==> config.mk <==
export PLATFORM = sky130hd
export DESIGN_NAME = game_round_sequencer
export DESIGN_NICKNAME = d
export VERILOG_FILES = /design/src/rtl/game_round_sequencer.sv
export SDC_FILE = /design/constraint.sdc
export NUM_CORES = 1
export LEC_CHECK = 0
export ABC_CLOCK_PERIOD_IN_PS = 2300
export CAP_MARGIN = 10
export CORE_UTILIZATION = 25
export CTS_CLUSTER_SIZE = 28
export DETAILED_ROUTE_END_ITERATION = 6
export GPL_ROUTABILITY_DRIVEN = 1
export GPL_TIMING_DRIVEN = 0
export PLACE_DENSITY = 0.41
export SYNTH_ARGS = -nofsm -noshare
export SYNTH_HDL_FRONTEND = slang
export SYNTH_SLANG_ARGS = --single-unit
==> constraint.sdc <==
create_clock -name clk -period 2.3 [get_ports clk]
set_input_delay 0.69 -clock clk [delete_from_list [all_inputs] [get_ports clk]]
set_output_delay 0.69 -clock clk [all_outputs]
set_load 0.01 [all_outputs]
==> src/rtl/game_round_sequencer.sv <==
// Round controller for the note-memory game: loads each stage's melody, starts the
// datapath, debounces the keypad into single strobes and tracks misses across four stages.
module game_round_sequencer #(
  parameter logic [31:0] SONG0           = 32'h0012_3456,
  parameter logic [31:0] SONG1           = 32'h0765_4321,
  parameter logic [31:0] SONG2           = 32'h0246_1357,
  parameter logic [31:0] SONG3           = 32'h0531_6420,
  parameter int          DEBOUNCE_CYCLES = 1000000,
  parameter int          TIMEOUT_CYCLES  = 500000000,
  parameter int          MAX_MISSES      = 3
) (
  input  logic        clk,
  input  logic        reset,
  input  logic        start_btn,
  input  logic [3:0]  keypad_raw,
  input  logic        game_end_in,
  input  logic        miss_in,
  output logic [31:0] data_out,
  output logic        write_enable,
  output logic        game_start,
  output logic        game_rst,
  output logic        keypad_enable,
  output logic [3:0]  keypad_code,
  output logic [1:0]  stage,
  output logic [1:0]  miss_count,
  output logic        busy,
  output logic        all_clear,
  output logic        game_over,
  output logic [2:0]  state_dbg
);

  localparam logic [2:0] S_IDLE        = 3'd0;
  localparam logic [2:0] S_FLUSH       = 3'd1;
  localparam logic [2:0] S_LOAD        = 3'd2;
  localparam logic [2:0] S_ARM         = 3'd3;
  localparam logic [2:0] S_PLAY        = 3'd4;
  localparam logic [2:0] S_STAGE_CLEAR = 3'd5;
  localparam logic [2:0] S_GAME_OVER   = 3'd6;
  localparam logic [2:0] S_ALL_CLEAR   = 3'd7;

  localparam int              DB_W     = (DEBOUNCE_CYCLES < 2) ? 1 : $clog2(DEBOUNCE_CYCLES + 1);
  localparam logic [DB_W-1:0] DB_MAX   = DB_W'(DEBOUNCE_CYCLES);
  localparam logic [31:0]     TMO_MAX  = 32'(TIMEOUT_CYCLES);
  localparam logic [1:0]      MISS_MAX = 2'(MAX_MISSES);

  logic [2:0] state;

  // Bit layout of both synchroniser stages: {start, game_end, miss, key[3:0]}
  logic [6:0] sync1, sync2;
  logic [2:0] edge_prev;
  logic       start_edge, end_edge, miss_edge;
  logic [3:0] key_s;

  always_ff @(posedge clk or negedge reset) begin
    if (!reset) begin
      sync1     <= '0;
      sync2     <= '0;
      edge_prev <= '0;
    end else begin
      sync1     <= {start_btn, game_end_in, miss_in, keypad_raw};
      sync2     <= sync1;
      edge_prev <= sync2[6:4];
    end
  end

  assign start_edge = sync2[6] & ~edge_prev[2];
  assign end_edge   = sync2[5] & ~edge_prev[1];
  assign miss_edge  = sync2[4] & ~edge_prev[0];
  assign key_s      = sync2[3:0];

  logic [3:0]      cand;
  logic [DB_W-1:0] db_cnt;
  logic            armed, accepted, stable, key_acc;

  assign stable  = (key_s == cand) && (db_cnt == DB_MAX);
  assign key_acc = accepted && (state == S_PLAY);

  // A press is taken once per arm; re-arming needs a stable all-zero release.
  always_ff @(posedge clk or negedge reset) begin
    if (!reset) begin
      cand          <= '0;
      db_cnt        <= '0;
      armed         <= 1'b0;
      accepted      <= 1'b0;
      keypad_code   <= '0;
      keypad_enable <= 1'b0;
    end else begin
      accepted <= 1'b0;
      if (key_s != cand) begin
        cand   <= key_s;
        db_cnt <= '0;
      end else if (db_cnt != DB_MAX) begin
        db_cnt <= db_cnt + 1'b1;
      end
      if (stable && armed && (cand != 4'd0)) begin
        keypad_code <= cand;
        accepted    <= 1'b1;
        armed       <= 1'b0;
      end else if (stable && !armed && (cand == 4'd0)) begin
        armed <= 1'b1;
      end
      keypad_enable <= key_acc;
    end
  end

  logic [31:0] tmo_cnt;
  logic        tmo_hit;
  logic [1:0]  miss_inc;
  logic [31:0] song_sel;

  assign tmo_hit  = (TMO_MAX != 32'd0) && (tmo_cnt == TMO_MAX);
  assign miss_inc = (miss_count == 2'd3) ? 2'd3 : miss_count + 2'd1;

  always_comb begin
    song_sel = SONG0;
    case (stage)
      2'd0:    song_sel = SONG0;
      2'd1:    song_sel = SONG1;
      2'd2:    song_sel = SONG2;
      default: song_sel = SONG3;
    endcase
  end

  always_ff @(posedge clk or negedge reset) begin
    if (!reset) begin
      state      <= S_IDLE;
      stage      <= '0;
      miss_count <= '0;
      data_out   <= '0;
      tmo_cnt    <= '0;
    end else begin
      case (state)
        S_IDLE: begin
          if (start_edge) begin
            stage      <= '0;
            miss_count <= '0;
            state      <= S_FLUSH;
          end
        end
        // data_out is staged here so it is already valid during the LOAD strobe
        S_FLUSH: begin
          data_out <= song_sel;
          state    <= S_LOAD;
        end
        S_LOAD: state <= S_ARM;
        S_ARM: begin
          tmo_cnt <= '0;
          state   <= S_PLAY;
        end
        S_PLAY: begin
          if (tmo_hit || key_acc)
            tmo_cnt <= '0;
          else if (tmo_cnt != 32'hFFFF_FFFF)
            tmo_cnt <= tmo_cnt + 32'd1;
          if (end_edge) begin
            state <= S_STAGE_CLEAR;
          end else if (miss_edge || tmo_hit) begin
            miss_count <= miss_inc;
            if (miss_inc == MISS_MAX)
              state <= S_GAME_OVER;
          end
        end
        S_STAGE_CLEAR: begin
          if (stage == 2'd3) begin
            state <= S_ALL_CLEAR;
          end else begin
            stage <= stage + 2'd1;
            state <= S_FLUSH;
          end
        end
        S_GAME_OVER, S_ALL_CLEAR: begin
          if (start_edge) begin
            stage      <= '0;
            miss_count <= '0;
            state      <= S_FLUSH;
          end
        end
        default: state <= S_IDLE;
      endcase
    end
  end

  // Strobes decode straight from state so a reset cancels them immediately.
  assign game_rst     = (state == S_FLUSH);
  assign write_enable = (state == S_LOAD);
  assign game_start   = (state == S_ARM);
  assign busy         = (state == S_FLUSH) || (state == S_LOAD) ||
                        (state == S_ARM)   || (state == S_PLAY);
  assign all_clear    = (state == S_ALL_CLEAR);
  assign game_over    = (state == S_GAME_OVER);
  assign state_dbg    = state;

endmodule

* Word-level counts from Yosys, hierarchy flattened *
Index checks and enable logic that the tools add are counted.

word-level totals
  flip-flop bits (word level) = 119
  input port bits = 9
  output and inout bits = 50
  logic and storage cells = 97

operators by class
  add/subtract/negate cells = 4
  equality and inequality tests = 25
  muxes and demuxes = 22
  bitwise logic cells = 6
  reductions and logical operators = 26

operators with widths
  kind                     number
  $pmux W27 S3             1
  $mux W32                 2
  $pmux W32 S2             1
  $mux W20                 2
  $add A32 B1 Y32 const B  1
  $eq A32 B29 Y1 const B   1
  $ne A32 B32 Y1 const B   1
  $add A20 B1 Y20 const B  1
  $eq A20 B20 Y1 const B   1
  $ne A20 B20 Y1 const B   1
  $pmux W3 S6              1
  $mux W3                  5
  $eq A3 B3 Y1 const B     4
  $mux W2                  5
  $reduce_bool A2 Y1       5
  $eq A2 B2 Y1 const B     4
  $pmux W2 S2              2
  $eq A3 B2 Y1 const B     2
  $logic_and A1 B1 Y1      6
  $ne A3 B2 Y1 const B     2
  $reduce_and A3 Y1        2
  $logic_or A1 B1 Y1       5
  $add A2 B1 Y2 const B    2
  $eq A4 B4 Y1             1
  other kinds (17)         25

* Depth between registers and ports, before layout *
  depth after elaboration = 7
  depth in mapped cells = 9
  mapped depth without buffers = 7

* Worst setup path after synthesis *
Ideal clock, no wire load.

  kind = flip-flop to flip-flop
  start point = reg db_cnt[0]
  end point = reg keypad_code[0]
  library setup time = 0.129 ns
  data arrival time = 1.912 ns
  data required time = 2.171 ns
  slack = 0.259 ns
  stages on the path, launching flop included = 9
  path buffers = 1
  period minus slack after synthesis = 2.041 ns
  cell sequence = dfrtp_1 inv_1 ha_1 nor4bb_1 nand3_1 or4_1 clkbuf_1 o21ai_0 o21ai_0

between the ends
  longest elaborated chain between the ends = 4

RTL lines
  item                              line  RTL
  start, declared                   72    logic [DB_W-1:0] db_cnt;
  start signal, assigned            93    db_cnt <= db_cnt + 1'b1;
  $eq A20 B20 Y1                    75    assign stable = (key_s == cand) && (db_cnt == DB_MAX);
  $logic_and A1 B1 Y1               75
  $logic_and A1 B1 Y1 (2 in a row)  95    if (stable && armed && (cand != 4'd0)) begin
  end signal, assigned              96    keypad_code <= cand;
  end, declared                     23    output logic [3:0] keypad_code,

Every way passes these cells.
A chain may end at the register's enable or synchronous reset.

* Worst setup path in the final report *
  start point = reg state[1], in the netlist state_dbg[1]
  end point = out busy

between the ends
  longest elaborated chain between the ends = 4
  elaborated cells on any way between the ends = 7
  those cells by class = eq/ne: 4; reduce/logical: 3

RTL lines
  item                                                 line  RTL
  start, declared                                      46    logic [2:0] state;
  start signal, assigned                               126   state <= S_IDLE;
  start signal, assigned                               137   state <= S_FLUSH;
  start signal, assigned                               143   state <= S_LOAD;
  $eq A3 B1 Y1 / $eq A3 B2 Y1 (equally long branches)  187   assign busy = (state == S_FLUSH) || (state == S_LOAD) ||
  $logic_or A1 B1 Y1 (2 in a row)                      187
  $logic_or A1 B1 Y1 (*)                               188   (state == S_ARM) || (state == S_PLAY);
  end, declared                                        26    output logic busy,

Every way passes the cells marked *; elsewhere a longest branch is shown, timed or not.

==> flow_summary_export.csv <==
group,metric,value,unit
global_route,grt-ovfl-total,0,
placement,gp_congestion,0.801,
logic_synthesis,post_synth.cell_area_avg,9.65,sq um
power_and_ir_drop,clockPowerShare,28.4,%
logic_synthesis,yosysTopAreaCellShare,47.0,%
sta,slew-limit-headroom,57.8,%
hold_path,min_path_type,"input port to asynchronous set/reset pin",
power_and_ir_drop,power,5770,uW
clock_network,htreeDepth,3,
logic_synthesis,synthMostInstantiatedCell,"dfrtp_1",
global_route,antenna_found_initial,0,
detailed_routing,drt-vias-per-instance,4.66,
power_and_ir_drop,p_int,3860,uW
detailed_routing,firstDrtPassIters,4,
logic_synthesis,synth_top_cell_by_area,"dfrtp_1",
floorplan,die_y,141,um
power_and_ir_drop,comb_power_share,38.9,%
detailed_routing,drc_errors,0,
power_and_ir_drop,vdd_ir_drop_max,0.438,mV
sta,layout_min_cycle_time,2.27,ns
floorplan,start_util,25.7,%
finish,drive_above_1_share,17.3,%
setup_path,cp.required,1.61,ns
floorplan,coreArea,18800,sq um
setup_path,path_class,"flop to output port",
sta,fin_skew,0.00900,ns
power_and_ir_drop,p_sw,1910,uW
power_and_ir_drop,pwr_density_cell,930,nW/um^2
logic_synthesis,ys_ff_latch,91,
sta,min_period_over_period,98.6,%
detailed_routing,finalWirelength,12.3,mm
finish,post-route-util,32.9,%
clock_network,cts_buffers,9,
floorplan,io_pins,59,
clock_network,tritoncts,"built",
clock_network,clk_latency,0.35,ns
setup_path,critPathMaxFanout,5,
sta,hold_violations,0,
power_and_ir_drop,swShare,33.0,%
clock_network,hold_buffers,0,
setup_path,critPathLaunchType,"flop",
floorplan,die_width,141,um
sta,fin_tns_setup,0,ns
detailed_routing,vias,3926,
floorplan,row_count,50,
sta,slew_viol_final,0,
logic_synthesis,synthTopCellsByArea,"dfrtp_1 (47%), a31oi_1 (5.4%), buf_4 (4.5%)",
finish,nFillCells,1937,
detailed_routing,ant_nets,0,
sta,fmax,441,MHz
logic_synthesis,syn_inst,502,
logic_synthesis,ys_seq_area_share,47.0,%
power_and_ir_drop,p_leak,0.00260,uW
logic_synthesis,ys_warn_count,0,
logic_synthesis,synth_common_cells,"dfrtp_1 (91), a31oi_1 (42), nor2_1 (38)",
finish,synthToLayoutAreaGrowth,28.0,%
clock_network,clk_path_buf_depth,2,
logic_synthesis,synth-main-ff-cell,"dfrtp_1",
placement,portBuffers,47,
global_route,grt_pass1_wl,20.7,mm
clock_network,clockRootBuffer,"clkbuf_16",
detailed_routing,drt_iter0_markers,250,
sta,tightest_slew,0.628,ns
detailed_routing,wl_per_cell,14.6,um
finish,fin_nets,596,
power_and_ir_drop,p_seq_share,32.7,%
setup_path,arrival,1.58,ns
finish,antenna_cells,0,
global_route,grt_usage,13.3,%
floorplan,die_area,19900,sq um
logic_synthesis,synth-edff-count,0,
clock_network,clk_pin_slew,0.07,ns
run,max-cap-violations,0,
logic_synthesis,synthDistinctLibCells,60,
logic_synthesis,synth-async-reset-ratio,100,%
outcome,status,"finished clean",
global_route,grt_pass1_vias,3925,
sta,setup_viol,0,
logic_synthesis,syn_area,4840,sq um
setup_path,endpoint_kind,"output port",
global_route,grt_max_degree,49,
clock_network,cts_sinks,91,
placement,dp_hpwl,8.75,mm
==> routing by layer <==
metal	vias up	track usage [%]	share of wire [%]
met3	12	2.00	3.1
li1	1919	-	-
met1	1912	17.3	46
met2	83	21.7	49
met5	-	0	0
met4	0	6.29	1.5
==> stage by stage <==
step                instances  cell area (sq um)  hold slack [ns]  setup slack [ns]
floorplan                 512               4880            0.331             0.259
global placement          819               5680            0.334             -3.12
detailed placement        820               5700            0.336            -0.343
CTS                       841               6110            0.351           -0.0817
global route              843               6200            0.359          -0.00696
finish                    843               6200            0.338            0.0314
==> cell usage in the layout, fill, tap and decap left out, types with 14 or more instances in the layout <==
cell / Yosys / routed
a21oi_1: 17 / 16
a31oi_1: 42 / 42
buf_4: 29 / 39
clkdlybuf4s50_1: 0 / 40
dfrtp_1: 91 / 87
inv_1: 20 / 20
nand2_1: 33 / 33
nand2b_1: 14 / 14
nand3_1: 24 / 24
nor2_1: 38 / 38
nor3_1: 16 / 16
o21ai_0: 22 / 22
==> state kept, by name (all words and copies together), names as in the netlist <==
| register | cells |
|---|---|
| tmo_cnt | 32 |
| db_cnt | 20 |
| sync1 | 7 |
| sync2 | 7 |
| cand | 4 |
| data_out | 4 |
| keypad_code | 4 |
| edge_prev | 3 |
| state_dbg | 3 |
| miss_count | 2 |
| stage | 2 |
| accepted | 1 |
| armed | 1 |
| keypad_enable | 1 |
==> cell families (layout without fill, tap and decap cells) <==
family	after synthesis	after routing	synth area share (%)
adders and majority gates	9	9	2.33
muxes	5	5	1.11
xor gates and xnor gates	21	21	3.80
AOI/OAI and AO/OA	107	107	13.8
DFF	91	91	47.0
other	1	11	0.0774
and+or+nand+nor	195	195	23.2
buffers and inverters	73	144	8.60
==> critical path: stages (launching register included) <==
cell and delay (ns):
dfrtp_2 0.44, or3_4 0.42, and2_1 0.15, clkdlybuf4s15_1 0.22
==> worst paths after layout <==
kind	cells after the start	slack [ns]	to	startpoint
worst max-delay path	3	0.03	busy	state_dbg[1]
worst max register to register	7	0.09	tmo_cnt[16]	tmo_cnt[21]
worst min register to register	0	0.35	sync2[3]	sync1[3]
worst min-delay path	1	0.34	db_cnt[6]	reset
min in group clk	0	0.35	sync2[3]	sync1[3]
max in group asynchronous	2	1.30	state_dbg[0]	reset
==> power groups by stage <==
| stage | sequential, uW | combinational (uW) | clock, uW |
|---|---|---|---|
| 3_3_place_gp | 1920 | 2070 | 0 |
| 2_1_floorplan | 1920 | 1170 | 0 |
| 5_1_grt | 1920 | 2450 | 1750 |
| 3_5_place_dp | 1920 | 2080 | 0 |
| 4_1_cts | 1890 | 2180 | 1690 |
| 6_report | 1890 | 2240 | 1640 |
==> layout make-up <==
class / count / area [sq um] / share of cell area, %
Clock inverter: 7 / 96.3 / 1.55
Timing Repair Buffer: 56 / 553 / 8.92
Multi-Input combinational cell: 348 / 2260 / 36.4
Sequential cell: 91 / 2280 / 36.8
Tap cell: 260 / 325 / 5.25
Inverter: 20 / 75.1 / 1.21
Buffer: 52 / 384 / 6.20
Clock buffer: 9 / 225 / 3.63
==> timing repair <==
action	CTS	global route
buffers inserted	5	3
endpoints found under the setup margin	41	35
resized for setup	22	25
pin swaps	1	1
endpoints found under the hold margin	0	0
(Power assumes the default switching activity.)
